<file path="config.mk">
export PLATFORM = sky130hd
export DESIGN_NAME = irq_source_flat
export DESIGN_NICKNAME = d
export VERILOG_FILES = /design/src/rtl/irq_source_if.sv /design/src/rtl/irq_source.sv /design/src/flat_wrapper.sv
export SDC_FILE = /design/constraint.sdc
export NUM_CORES = 1
export LEC_CHECK = 0
export CAP_MARGIN = 20
export CELL_PAD_IN_SITES_DETAIL_PLACEMENT = 1
export CELL_PAD_IN_SITES_GLOBAL_PLACEMENT = 2
export CORE_MARGIN = 3
export CORE_UTILIZATION = 29
export DETAILED_ROUTE_END_ITERATION = 8
export DONT_BUFFER_PORTS = 1
export MAX_ROUTING_LAYER = met4
export PLACE_DENSITY_LB_ADDON = 0.1
export SLEW_MARGIN = 30
export SYNTH_ARGS = -nofsm -noshare
export SYNTH_HDL_FRONTEND = slang
export SYNTH_SLANG_ARGS = --single-unit
</file>
<file path="constraint.sdc">
create_clock -name sys_clk -period 2.9 [get_ports sys_clk]
set_clock_uncertainty 0.15 [all_clocks]
set_input_delay 0.145 -clock sys_clk [delete_from_list [all_inputs] [get_ports sys_clk]]
set_output_delay 0.145 -clock sys_clk [all_outputs]
set_load 0.03 [all_outputs]
</file>
<file path="src/rtl/irq_source_if.sv">
// GPU bus register port of the interrupt source: write/read strobes, register select and data.
// The bus initiator uses the master view and irq_source uses the slave view.
interface irq_source_if;
    logic        regwr;
    logic        regrd;
    logic        reg_sel;
    logic [31:0] gpu_din;
    logic [31:0] gpu_dout_out;
    logic        gpu_dout_oe;

    modport master (
        output regwr, regrd, reg_sel, gpu_din,
        input  gpu_dout_out, gpu_dout_oe
    );

    modport slave (
        input  regwr, regrd, reg_sel, gpu_din,
        output gpu_dout_out, gpu_dout_oe
    );
endinterface

</file>
<file path="src/rtl/irq_source.sv">
// Interrupt source: edge-detected peripheral events plus a prescaled timer, masked into pending
// latches, issuing one-cycle gpu_irq pulses and a level cpu_int. Supports NSRC <= 8, TMR_W <= 16.
module irq_source #(
    parameter int NSRC  = 5,
    parameter int TMR_W = 16
) (
    input  logic            sys_clk,
    input  logic            reset,
    input  logic [NSRC-1:0] ev_in,
    irq_source_if.slave     bus,
    output logic [NSRC-1:0] gpu_irq,
    output logic            cpu_int
);

    logic [NSRC-2:0]  ev_q;
    logic [NSRC-1:0]  enable_q, enable_d;
    logic [NSRC-1:0]  pending_q, pending_d;
    logic [NSRC-1:0]  irq_q;
    logic             cpu_int_q;
    logic [TMR_W-1:0] pre_q, pre_d, div_q, div_d;
    logic [TMR_W-1:0] pcnt_q, pcnt_d, dcnt_q, dcnt_d;

    logic             intctl_wr, timer_wr, run, tick;
    logic [NSRC-2:0]  edge_v;
    logic [NSRC-1:0]  acc, clr;
    logic [31:0]      intctl_rd, timer_rd;

    // The top event bit belongs to the timer slot and is not a peripheral line.
    logic unused_ev;
    assign unused_ev = ev_in[NSRC-1];

    always_comb begin
        // NOTE: every signal gets a default before any branch, so no path leaves one unassigned
        // and no latch is inferred.
        pcnt_d    = pcnt_q;
        dcnt_d    = dcnt_q;
        pre_d     = pre_q;
        div_d     = div_q;
        intctl_rd = '0;
        timer_rd  = '0;

        intctl_wr = bus.regwr & ~bus.reg_sel;
        timer_wr  = bus.regwr &  bus.reg_sel;

        run  = (pre_q != '0) && (div_q != '0);
        tick = run && (pcnt_q == '0) && (dcnt_q == '0);

        // A timer write reloads both counters, restarting the period from the new values.
        if (timer_wr) begin
            pre_d  = bus.gpu_din[TMR_W-1:0];
            div_d  = bus.gpu_din[16 +: TMR_W];
            pcnt_d = bus.gpu_din[TMR_W-1:0];
            dcnt_d = bus.gpu_din[16 +: TMR_W];
        end else if (run) begin
            if (pcnt_q == '0) begin
                pcnt_d = pre_q;
                dcnt_d = (dcnt_q == '0) ? div_q : dcnt_q - TMR_W'(1);
            end else begin
                pcnt_d = pcnt_q - TMR_W'(1);
            end
        end

        edge_v = ev_in[NSRC-2:0] & ~ev_q;
        acc    = {tick, edge_v} & enable_q;
        clr    = intctl_wr ? bus.gpu_din[8 +: NSRC] : '0;

        // Set after clear: an accept in the same cycle as its clear keeps the pending bit.
        pending_d = (pending_q & ~clr) | acc;
        enable_d  = intctl_wr ? bus.gpu_din[NSRC-1:0] : enable_q;

        intctl_rd[NSRC-1:0]   = enable_q;
        intctl_rd[8 +: NSRC]  = pending_q;
        timer_rd[TMR_W-1:0]   = pre_q;
        timer_rd[16 +: TMR_W] = div_q;
    end

    always_ff @(posedge sys_clk) begin
        // NOTE: sequential state uses non-blocking assignments so every register samples the
        // values from before this edge.
        if (reset) begin
            ev_q      <= '1;
            enable_q  <= '0;
            pending_q <= '0;
            irq_q     <= '0;
            cpu_int_q <= 1'b0;
            pre_q     <= '0;
            div_q     <= '0;
            pcnt_q    <= '0;
            dcnt_q    <= '0;
        end else begin
            ev_q      <= ev_in[NSRC-2:0];
            enable_q  <= enable_d;
            pending_q <= pending_d;
            irq_q     <= acc;
            cpu_int_q <= |(pending_q & enable_q);
            pre_q     <= pre_d;
            div_q     <= div_d;
            pcnt_q    <= pcnt_d;
            dcnt_q    <= dcnt_d;
        end
    end

    assign gpu_irq          = irq_q;
    assign cpu_int          = cpu_int_q;
    assign bus.gpu_dout_oe  = bus.regrd;
    assign bus.gpu_dout_out = !bus.regrd ? 32'h0 : (bus.reg_sel ? timer_rd : intctl_rd);

endmodule
</file>
<file path="src/flat_wrapper.sv">
// flat-port wrapper written by rule: the top's interface ports become plain ports
module irq_source_flat 
#(
    parameter int NSRC  = 5,
    parameter int TMR_W = 16
)
  (sys_clk, reset, ev_in, gpu_irq, cpu_int, bus_regwr, bus_regrd, bus_reg_sel, bus_gpu_din, bus_gpu_dout_out, bus_gpu_dout_oe);
  irq_source_if bus_i ();
  input  logic sys_clk;
  input  logic reset;
  input  logic [NSRC-1:0] ev_in;
  output logic [NSRC-1:0] gpu_irq;
  output logic cpu_int;
  input wire logic [$bits(bus_i.regwr)-1:0] bus_regwr;
  input wire logic [$bits(bus_i.regrd)-1:0] bus_regrd;
  input wire logic [$bits(bus_i.reg_sel)-1:0] bus_reg_sel;
  input wire logic [$bits(bus_i.gpu_din)-1:0] bus_gpu_din;
  output wire logic [$bits(bus_i.gpu_dout_out)-1:0] bus_gpu_dout_out;
  output wire logic [$bits(bus_i.gpu_dout_oe)-1:0] bus_gpu_dout_oe;
  assign bus_i.regwr = bus_regwr;
  assign bus_i.regrd = bus_regrd;
  assign bus_i.reg_sel = bus_reg_sel;
  assign bus_i.gpu_din = bus_gpu_din;
  assign bus_gpu_dout_out = bus_i.gpu_dout_out;
  assign bus_gpu_dout_oe = bus_i.gpu_dout_oe;
  irq_source #(.NSRC(NSRC), .TMR_W(TMR_W)) u_core (.sys_clk(sys_clk), .reset(reset), .ev_in(ev_in), .bus(bus_i), .gpu_irq(gpu_irq), .cpu_int(cpu_int));
endmodule
</file>
==> results of run 1 <==
worst reg2reg max path, delay by kind of cell, from the launching register on:
family | cells | cell delay, ps
compound gates | 2 | 360
buf+inv | 1 | 550
flops | 1 | 360
simple gates | 3 | 1210
cell type report:
type / count / area (µm²)
Fill cell: 1836 / 9727
Multi-Input combinational cell: 437 / 2676
Sequential cell: 84 / 1682
Timing Repair Buffer: 71 / 693.2
Tap cell: 211 / 264.0
Clock buffer: 9 / 225.2
Clock inverter: 7 / 58.81
Inverter: 12 / 45.04
cell families after synthesis:
kind of cell    share of synthesized area
compound gates                     0.2268
mux                               0.03053
simple gates                       0.2841
flops                              0.3664
fa+ha+maj                         0.01091
buf+inv                           0.05452
xor+xnor                          0.02672
what timing repair did:
action                                 4_1_cts  5_1_grt
gates resized for setup                      0        3
endpoints found under the hold margin       84        0
hold buffers                                57        0
setup endpoints to repair                    0        6
buffers inserted                             0        2
worst paths after layout:
path	end	cells after the start	slack (ps)
max reg2reg	u_core.pcnt_q[14]	6	160
min reg2reg	u_core.gpu_irq[2]	1	260
max	u_core.pcnt_q[14]	6	160
min	u_core.enable_q[0]	3	90
layer usage:
layer,GRT usage,wire length (µm),up-vias,part of all wire
li1,-,-,2195,-
met5,-,0,-,0
met2,0.3424,8624,85,0.51
met3,0.02557,401,30,0.024
met1,0.2501,7597,2283,0.45
met4,0.08226,426,0,0.025
sequential cells by signal (all words and copies together), names as in the netlist:
signal / count
u_core.pcnt_q: 16
u_core.cpu_int: 1
u_core.gpu_irq: 5
u_core.pre_q: 16
u_core.dcnt_q: 16
u_core.ev_q: 4
u_core.enable_q: 5
u_core.div_q: 16
u_core.pending_q: 5
per-stage QoR:
step                      cells  area [µm²]  total power [mW]
after floorplan             579        4589             2.211
after global placement      756        4742             2.417
after detailed placement    756        4742             2.437
after CTS                   829        5614             3.699
after global routing        831        5644             3.925
final                       831        5644             3.698
cells in the final DEF, fill, tap and decap left out, types with 5 or more instances in the layout:
master,count
nand3_1,13
dfxtp_1,84
nor4_1,13
or2_2,5
clkbuf_16,9
xnor2_1,10
nand2_1,100
a211o_1,10
a21oi_1,65
nor2_1,22
nor4_2,5
a31o_2,5
o2bb2ai_1,5
and3_1,23
nand4_1,11
o211ai_1,13
a31oi_1,10
dlygate4sd3_1,56
o21ai_0,29
nor2b_1,11
inv_1,11
mux2i_1,14
buf_4,14
and4_1,5
power groups by stage:
| stage | clock network [mW] | logic, mW | registers (mW) |
|---|---|---|---|
| after floorplan | 0 | 0.840 | 1.37 |
| after global placement | 0 | 0.980 | 1.44 |
| after detailed placement | 0 | 0.995 | 1.44 |
| after CTS | 1.19 | 1.09 | 1.42 |
| after global routing | 1.24 | 1.24 | 1.44 |
| final | 1.16 | 1.13 | 1.42 |
==> results by group, run 1 <==
Run status
  • Status: completed

Logic synthesis
  • Yosys cell types: 66
  • Synth warn: 0
  • Largest area contributor in the netlist: dfxtp_1
  • Sequential element share of the synthesized area: 0.3664
  • Syn Inst Count: 579
  • Post-synthesis register bit count: 84
  • Syn Area/Cell: 7.926 µm²
  • Mapped Nets: 625
  • Post-synth top flop: dfxtp_1
  • Most area-consuming cells after synthesis: dfxtp_1 37%, nand2_1 8.3%, a21oi_1 7.1%, o21ai_0 3.2%, and3_1 3.1%
  • Synth Cell Area: 4589 µm²
  • Number of synthesized flops with an enable pin: 0
  • Most instantiated cells after synthesis: 101 x nand2_1, 84 x dfxtp_1, 65 x a21oi_1, 34 x clkbuf_1, 29 x o21ai_0
  • Count leader, synth: nand2_1
  • Async SR Flop Fraction: 0
  • Post-synth top area share: 0.3664

Finish
  • Final Util: 0.3672
  • Ratio of cells with drive above 1 in the final layout: 0.09516
  • # diodes: 0
  • Nets: 661
  • P&R area growth vs syn: 22.98%

Clock network
  • CTS sink count: 84
  • CTS Buf Count: 9
  • Worst skew pair latency: 360 ps
  • CTS max path bufs: 2
  • CTS H-Tree Depth: 3
  • CTS tree: yes
  • Root Driver: clkbuf_16
  • Clock-pin slew on the worst setup and hold paths: 70 ps

Global routing
  • Initial antenna violation count: 0
  • Vias in the first global route: 4,816
  • Largest net degree at the start of global routing: 56
  • First-pass GRT wire length: 27,280 µm
  • GRT Residual Overflow: 0
  • All-Layer GR Usage: 0.2042

Placed design
  • Post-DP HPWL: 11,660 µm
  • Placement Setup Slack: 185.6 ps
  • Placer Congestion: 0.9372
  • PortBufs: 0

STA
  • Final setup vio count: 0
  • Highest Clock Rate: 365.1 MHz
  • Fin crit share: 0.9444
  • RSZ-0062 raised after global routing: false
  • Max_slew headroom: 0.4653
  • Final Hold Fails: 0
  • Hold Slack: 88.92 ps
  • Final setup margin: 161.2 ps
  • Min cycle time layout: 2739 ps
  • Final TNS setup: 0 ps
  • Tightest Pin Transition: 796.7 ps
  • Max Slew Vio Count: 0

Worst setup path
  • Crit Reg-Reg Startpoint: u_core.pre_q[2]
  • CP peak stage delay: 600 ps
  • Req. time, crit path: 3000 ps
  • WP buf/inv: 1
  • Worst-path maximum fanout: 8
  • Crit-path leading delay family: simple AND/OR/NAND/NOR gates
  • Slowest-stage cell, CP: nor4_1
  • Critical Path End Type: flop
  • Startpoint type of the worst setup path: flop
  • WS Path Type: reg2reg
  • CP cell instances: nor4_1 > and4_1 > o21ai_1 > nor2_1 > a211oi_1 > dlygate4sd3_1
  • CP startpoint: u_core.pre_q[2]
  • Worst EP arrival: 2840 ps

Min path
  • Startpoint of the worst hold path: bus_regwr
  • Hold Crit Class: in2reg

Power
  • Gate power share: 0.304
  • Power Density: 655.3 nW/µm²
  • LEAKAGE: 2.127 nW
  • Sequential share of power: 0.383
  • Clock power share: 0.312
  • Power Internal: 2.344 mW
  • Peak supply drop: 0.0003013 V
  • Net switching power: 1.354 mW
  • Sw Ratio: 0.3661

Floorplan
  • Top Ports: 81
  • Core Area: 15,370 µm²
  • Die Height: 131.8 µm
  • Chip width: 131.8 µm
  • Die ar.: 17,370 µm²
  • Row count: 45
  • Initial core utilization: 0.2986

Detailed routing
  • ANT nets after route: 0
  • Routed wire length: 17,050 µm
  • Post-route DRC: 0
  • DRT iter0 DRCs: 172
  • First-pass DRT Iterations: 4
  • Wirelength per Cell: 20.52 µm
  • DR vias: 4,593
  • Post-DR vias/cell: 5.527

Job
  • Max-Cap Viols: 0
Power figures use the tool's default switching activity.
==> inputs of run 2 (changes only) <==
--- a/config.mk
+++ b/config.mk
@@ -12,6 +12,7 @@
 export CORE_UTILIZATION = 29
 export DETAILED_ROUTE_END_ITERATION = 8
 export DONT_BUFFER_PORTS = 1
+export HOLD_SLACK_MARGIN = 0.15
 export MAX_ROUTING_LAYER = met4
 export PLACE_DENSITY_LB_ADDON = 0.1
 export SLEW_MARGIN = 30
==> run 2 against run 1 <==
Setup slack gained 25 ps. Design area grew 0.53%. Hold slack gained 120 ps. Total power grew 0.13%. Wire length is essentially flat. Global-route usage is essentially flat. First-iteration DRC count shrank 4.1%. Critical path type unchanged. Critical endpoint unchanged. Largest cell class unchanged. Largest power group unchanged.
==> results by group, run 2 (synthesized netlist as in run 1, its figures left out) <==
Worst setup path
  • Critical Path End Type: flop (unchanged)
  • Slowest-stage cell, CP: nor4_1 (unchanged)
  • Worst reg2reg path depth: 6 (unchanged)
  • Worst EP arrival: 2810 ps (was 2840 ps)
  • WS Path Type: reg2reg (unchanged)
  • Crit-path leading delay family: simple AND/OR/NAND/NOR gates (unchanged)
  • Reg2reg setup slack: 190 ps (was 160 ps)
  • Startpoint type of the worst setup path: flop (unchanged)
  • CP peak stage delay: 600 ps (about the same)
  • WP buf/inv: 1 (unchanged)
  • Req. time, crit path: 3000 ps (about the same)
  • CP cell instances: nor4_1 > and4_1 > o21ai_1 > nor2_1 > a211oi_1 > dlygate4sd3_1 (unchanged)
  • Worst-path maximum fanout: 8 (unchanged)
  • Worst r2r dst: u_core.pcnt_q[14] (unchanged)
  • Crit Reg-Reg Startpoint: u_core.pre_q[2] (unchanged)

Global routing
  • First-pass GRT wire length: 27,370 µm (was 27,280 µm)
  • GRT Residual Overflow: 0 (unchanged)
  • All-Layer GR Usage: 0.2044 (was 0.2042)
  • Vias in the first global route: 4,808 (was 4,816)
  • Largest net degree at the start of global routing: 57 (was 56)
  • Initial antenna violation count: 0 (unchanged)

Placed design
  • PortBufs: 0 (unchanged)
  • Placer Congestion: 0.9372 (unchanged)
  • Post-DP HPWL: 11,660 µm (unchanged)

Floorplan
  • Top Ports: 81 (unchanged)
  • Core Area: 15,370 µm² (unchanged)
  • Die ar.: 17,370 µm² (unchanged)
  • Chip width: 131.8 µm (unchanged)
  • Row count: 45 (unchanged)
  • Initial core utilization: 0.2986 (unchanged)
  • Die Height: 131.8 µm (unchanged)

Detailed routing
  • DRT iter0 DRCs: 165 (was 172)
  • First-pass DRT Iterations: 4 (unchanged)
  • ANT nets after route: 0 (unchanged)
  • Routed wire length: 17,060 µm (was 17,050 µm)
  • Wirelength per Cell: 20.46 µm (was 20.52 µm)
  • Post-DR vias/cell: 5.481 (was 5.527)
  • DR vias: 4,571 (was 4,593)
  • Post-route DRC: 0 (unchanged)

Clock network
  • CTS max path bufs: 2 (unchanged)
  • Worst skew pair latency: 360 ps (about the same)
  • CTS tree: yes (unchanged)
  • CTS H-Tree Depth: 3 (unchanged)
  • CTS Buf Count: 9 (unchanged)
  • CTS sink count: 84 (unchanged)
  • Root Driver: clkbuf_16 (unchanged)
  • Clock-pin slew on the worst setup and hold paths: 70 ps (about the same)

Power
  • Power Density: 652.7 nW/µm² (was 655.3 nW/µm²)
  • LEAKAGE: 2.139 nW (was 2.127 nW)
  • Peak supply drop: 0.0003038 V (was 0.0003013 V)

STA
  • Final setup vio count: 0 (unchanged)
  • Max Slew Vio Count: 0 (unchanged)
  • Fin crit share: 0.9359 (was 0.9444)
  • RSZ-0062 raised after global routing: false (unchanged)
  • Min cycle time layout: 2714 ps (was 2739 ps)
  • Final Hold Fails: 0 (unchanged)
  • Max_slew headroom: 0.4966 (was 0.4653)
  • Highest Clock Rate: 368.4 MHz (was 365.1 MHz)
  • Tightest Pin Transition: 750.0 ps (was 796.7 ps)
  • Final TNS setup: 0 ps (unchanged)
  • Hold Slack: 212.6 ps (was 88.92 ps)

Min path
  • Startpoint of the worst hold path: bus_regwr (unchanged)
  • Hold Path Depth: 2 (was 3)
  • Hold Crit Class: in2reg (unchanged)
  • Hold endpoint: u_core.dcnt_q[1] (was u_core.enable_q[0])

Finish
  • Commonest non-fill, non-tap cell in the layout: nand2_1 (unchanged)
  • Nets: 664 (was 661)
  • Commonest non-fill, non-tap cells in the layout: 100 x nand2_1, 84 x dfxtp_1, 65 x a21oi_1 (unchanged)
  • P&R area growth vs syn: 23.64% (was 22.98%)
  • # diodes: 0 (unchanged)
  • Ratio of cells with drive above 1 in the final layout: 0.09470 (was 0.09516)

Job
  • Max-Cap Viols: 0 (unchanged)

Run status
  • Status: completed (unchanged)
## run 2: cell count changes in the layout (fill, tap and decap cells not counted)
cell           delta
dlygate4sd3_1     +3
## run 2: cell type report
type | count | area (µm²)
inverters | 12 | 45.04
fillers | 1834 | 9697
multi-input cells | 437 | 2676
repair buffers | 74 | 723.2
flip-flops and latches | 84 | 1682
clock buffers | 9 | 225.2
clock inverters | 7 | 58.81
well taps | 211 | 264.0
## run 2: power by group
part	switching (mW)	internal, mW
sequential	0.164	1.26
clock	0.558	0.597
combinational	0.635	0.495
## run 2: metrics by stage
step | setup WS, ps | util | area, µm² | total power, mW | std cells
3_3_place_gp | 287.3 | 0.3085 | 4742 | 2.417 | 756
2_1_floorplan | 802.2 | - | 4589 | 2.211 | 579
6_report | 185.8 | 0.3691 | 5674 | 3.703 | 834
4_1_cts | 81.47 | 0.3672 | 5644 | 3.706 | 832
5_1_grt | 12.19 | 0.3691 | 5674 | 3.931 | 834
3_5_place_dp | 185.6 | 0.3085 | 4742 | 2.437 | 756
## run 2: routing by layer
metal	up-vias	GRT usage	wire, µm
met5	-	-	0
met2	77	0.3395	8599
met1	2272	0.2548	7641
met4	0	0.07643	360
met3	26	0.02634	459
li1	2196	-	-
## run 2: how the worst max path moves through the flow
stage	startpoint	endpoint	slack, ps	cells after the start
2_1_floorplan	u_core.pcnt_q[0]	u_core.pcnt_q[12]	800	8
3_3_place_gp	u_core.pcnt_q[4]	u_core.dcnt_q[15]	290	5
3_5_place_dp	u_core.pcnt_q[0]	u_core.dcnt_q[15]	190	7
4_1_cts	u_core.pcnt_q[0]	u_core.pcnt_q[14]	80	8
5_1_grt	u_core.pre_q[2]	u_core.pcnt_q[14]	10	6
6_report	u_core.pre_q[2]	u_core.pcnt_q[14]	190	6
## run 2: timing repair
action,4_1_cts,5_1_grt
hold buffers,60,0
gates resized for setup,0,3
setup buffers,0,2
endpoints found under the setup margin,0,6
endpoints found under the hold margin,85,0
==> inputs of run 3 (changes only) <==
--- a/config.mk
+++ b/config.mk
@@ -8,6 +8,7 @@
 export CAP_MARGIN = 20
 export CELL_PAD_IN_SITES_DETAIL_PLACEMENT = 1
 export CELL_PAD_IN_SITES_GLOBAL_PLACEMENT = 2
+export CORE_ASPECT_RATIO = 0.75
 export CORE_MARGIN = 3
 export CORE_UTILIZATION = 29
 export DETAILED_ROUTE_END_ITERATION = 8
@@ -15,6 +16,7 @@
 export HOLD_SLACK_MARGIN = 0.15
 export MAX_ROUTING_LAYER = met4
 export PLACE_DENSITY_LB_ADDON = 0.1
+export REMOVE_ABC_BUFFERS = 1
 export SLEW_MARGIN = 30
 export SYNTH_ARGS = -nofsm -noshare
 export SYNTH_HDL_FRONTEND = slang
==> run 3 against run 2 <==
Core utilization increased by 0.32 points. Fmax down 0.60%. Hold slack better by 10 ps. Sequential share of layout area is 0.25 points lower. Design area rose by 0.86%. Via count fell by 0.13%. Wire length grew 0.63%. First-iteration DRC count is 76% higher. Sequential cell count unchanged. Final cell count shrank 0.24%.
==> results by group, run 3 (synthesized netlist as in run 1, its figures left out) <==
Min path
  • Hold endpoint: u_core.div_q[0] (was u_core.dcnt_q[1])
  • Startpoint of the worst hold path: bus_regwr (unchanged)
  • Hold Path Depth: 3 (was 2)
  • Hold Crit Class: in2reg (unchanged)

Worst setup path
  • Worst EP arrival: 2820 ps (was 2810 ps)
  • Slowest-stage cell, CP: nor4_1 (unchanged)
  • Reg2reg setup slack: 170 ps (was 190 ps)
  • Req. time, crit path: 2990 ps (was 3000 ps)
  • Startpoint type of the worst setup path: flop (unchanged)
  • WS Path Type: reg2reg (unchanged)
  • Worst reg2reg path depth: 6 (unchanged)
  • Critical Path End Type: flop (unchanged)
  • WP buf/inv: 1 (unchanged)
  • CP cell instances: nor4_1 > and4_1 > o21ai_1 > nor2_1 > a211oi_1 > dlygate4sd3_1 (unchanged)
  • CP peak stage delay: 660 ps (was 600 ps)
  • Crit-path leading delay family: simple AND/OR/NAND/NOR gates (unchanged)
  • Crit Reg-Reg Startpoint: u_core.div_q[6] (was u_core.pre_q[2])
  • Worst-path maximum fanout: 8 (unchanged)
  • Worst r2r dst: u_core.pcnt_q[14] (unchanged)

Detailed routing
  • DR vias: 4,565 (was 4,571)
  • DRT iter0 DRCs: 290 (was 165)
  • Post-DR vias/cell: 5.487 (was 5.481)
  • Wirelength per Cell: 20.63 µm (was 20.46 µm)
  • Post-route DRC: 0 (unchanged)
  • ANT nets after route: 0 (unchanged)
  • Routed wire length: 17,170 µm (was 17,060 µm)
  • First-pass DRT Iterations: 4 (unchanged)

Global routing
  • Largest net degree at the start of global routing: 58 (was 57)
  • All-Layer GR Usage: 0.2068 (was 0.2044)
  • Vias in the first global route: 4,610 (was 4,808)
  • First-pass GRT wire length: 26,870 µm (was 27,370 µm)
  • GRT Residual Overflow: 0 (unchanged)
  • Initial antenna violation count: 0 (unchanged)

Clock network
  • Worst skew pair latency: 360 ps (about the same)
  • CTS max path bufs: 2 (unchanged)
  • Post-CTS setup buffers: 0 (unchanged)
  • CTS H-Tree Depth: 3 (unchanged)
  • CTS Buf Count: 9 (unchanged)
  • Root Driver: clkbuf_16 (unchanged)
  • Clock-pin slew on the worst setup and hold paths: 70 ps (about the same)
  • CTS tree: yes (unchanged)
  • CTS sink count: 84 (unchanged)

STA
  • Final TNS setup: 0 ps (unchanged)
  • Max Slew Vio Count: 0 (unchanged)
  • Final setup margin: 169.3 ps (was 185.8 ps)
  • Tightest Pin Transition: 764.6 ps (was 750.0 ps)
  • Min cycle time layout: 2731 ps (was 2714 ps)
  • Max_slew headroom: 0.4892 (was 0.4966)
  • Final setup vio count: 0 (unchanged)
  • RSZ-0062 raised after global routing: false (unchanged)
  • Hold Slack: 223.1 ps (was 212.6 ps)
  • Highest Clock Rate: 366.2 MHz (was 368.4 MHz)
  • Final Hold Fails: 0 (unchanged)
  • Fin crit share: 0.9416 (was 0.9359)

Placed design
  • Placement Setup Slack: 599.0 ps (was 185.6 ps)
  • PortBufs: 0 (unchanged)
  • Post-DP HPWL: 11,450 µm (was 11,660 µm)
  • Placer Congestion: 0.8246 (was 0.9372)

Power
  • Power Density: 654.0 nW/µm² (was 652.7 nW/µm²)
  • Peak supply drop: 0.0003265 V (was 0.0003038 V)
  • LEAKAGE: 2.172 nW (was 2.139 nW)

Floorplan
  • Die Height: 114.9 µm (was 131.8 µm)
  • Row count: 39 (was 45)
  • Top Ports: 81 (unchanged)
  • Chip width: 151.3 µm (was 131.8 µm)
  • Die ar.: 17,390 µm² (was 17,370 µm²)
  • Initial core utilization: 0.2986 (unchanged)
  • Core Area: 15,370 µm² (unchanged)

Finish
  • Commonest non-fill, non-tap cell in the layout: nand2_1 (unchanged)
  • Reg area: 1682 µm² (unchanged)
  • Ratio of cells with drive above 1 in the final layout: 0.09888 (was 0.09470)
  • # diodes: 0 (unchanged)
  • Nets: 668 (was 664)
  • P&R area growth vs syn: 24.70% (was 23.64%)
  • Fill cell count: 1,844 (was 1,834)
  • Multi-input gate area: 2670 µm² (was 2676 µm²)
  • Commonest non-fill, non-tap cells in the layout: 100 x nand2_1, 84 x dfxtp_1, 65 x a21oi_1 (unchanged)

Run status
  • Status: completed (unchanged)

Job
  • Max-Cap Viols: 0 (unchanged)
run 3: cell count changes in the layout (fill, tap and decap cells not counted), sizes merged:
cell | previous run | this run
inv | 15 | 16
buf | 15 | 18
clkinvlp | 1 | 0
dlygate4sd3 | 59 | 60
run 3: worst register-to-register path: stages (launching register included):
cell and delay, ps:
dfxtp_1 340, nor4_1 660, and4_1 350, o21ai_1 270, nor2_1 210, a211oi_1 70
dlygate4sd3_1 560
run 3: layer usage:
| metal | GRT usage | part of all wire |
|---|---|---|
| met5 | - | 0 |
| met4 | 0.04469 | 0.0042 |
| met3 | 0.03783 | 0.052 |
| met2 | 0.2814 | 0.41 |
| met1 | 0.3139 | 0.53 |
run 3: final cells by class:
class,instances,share of cell area
Clock inverter,7,0.01334
Clock buffer,9,0.03935
Sequential cell,84,0.2938
Inverter,12,0.007871
Tap cell,205,0.04482
Timing Repair Buffer,78,0.1342
Multi-Input combinational cell,437,0.4665
run 3: how the worst max path moves through the flow:
stage               slack [ps]                 to        startpoint  cells after the start
global placement           660  u_core.pcnt_q[12]  u_core.pcnt_q[0]                      7
finish                     170  u_core.pcnt_q[14]   u_core.div_q[6]                      6
CTS                        130  u_core.pcnt_q[14]  u_core.pcnt_q[0]                      8
detailed placement         600  u_core.pcnt_q[12]  u_core.pcnt_q[0]                      7
floorplan                  550  u_core.dcnt_q[15]  u_core.pcnt_q[0]                      7
global route                20  u_core.pcnt_q[14]   u_core.div_q[6]                      7
run 3: what timing repair did:
item                                    4_1_cts  5_1_grt
hold buffers                                 61        0
endpoints found under the setup margin        0        1
resized for setup                             0        2
endpoints found under the hold margin        85        0
run 3: report_power, final:
part           internal [mW]  switching, mW  total [mW]
registers               1.25          0.154        1.41
clock network          0.615          0.578        1.19
logic                  0.495          0.647        1.14
total                   2.36           1.38        3.74
run 3: stage by stage:
stage	utilization	std cells	area, µm²	total power [mW]
3_5_place_dp	0.3113	755	4785	2.460
4_1_cts	0.3718	832	5714	3.777
3_3_place_gp	0.3113	755	4785	2.433
2_1_floorplan	-	533	4384	2.133
5_1_grt	0.3723	832	5723	3.969
6_report	0.3723	832	5723	3.743
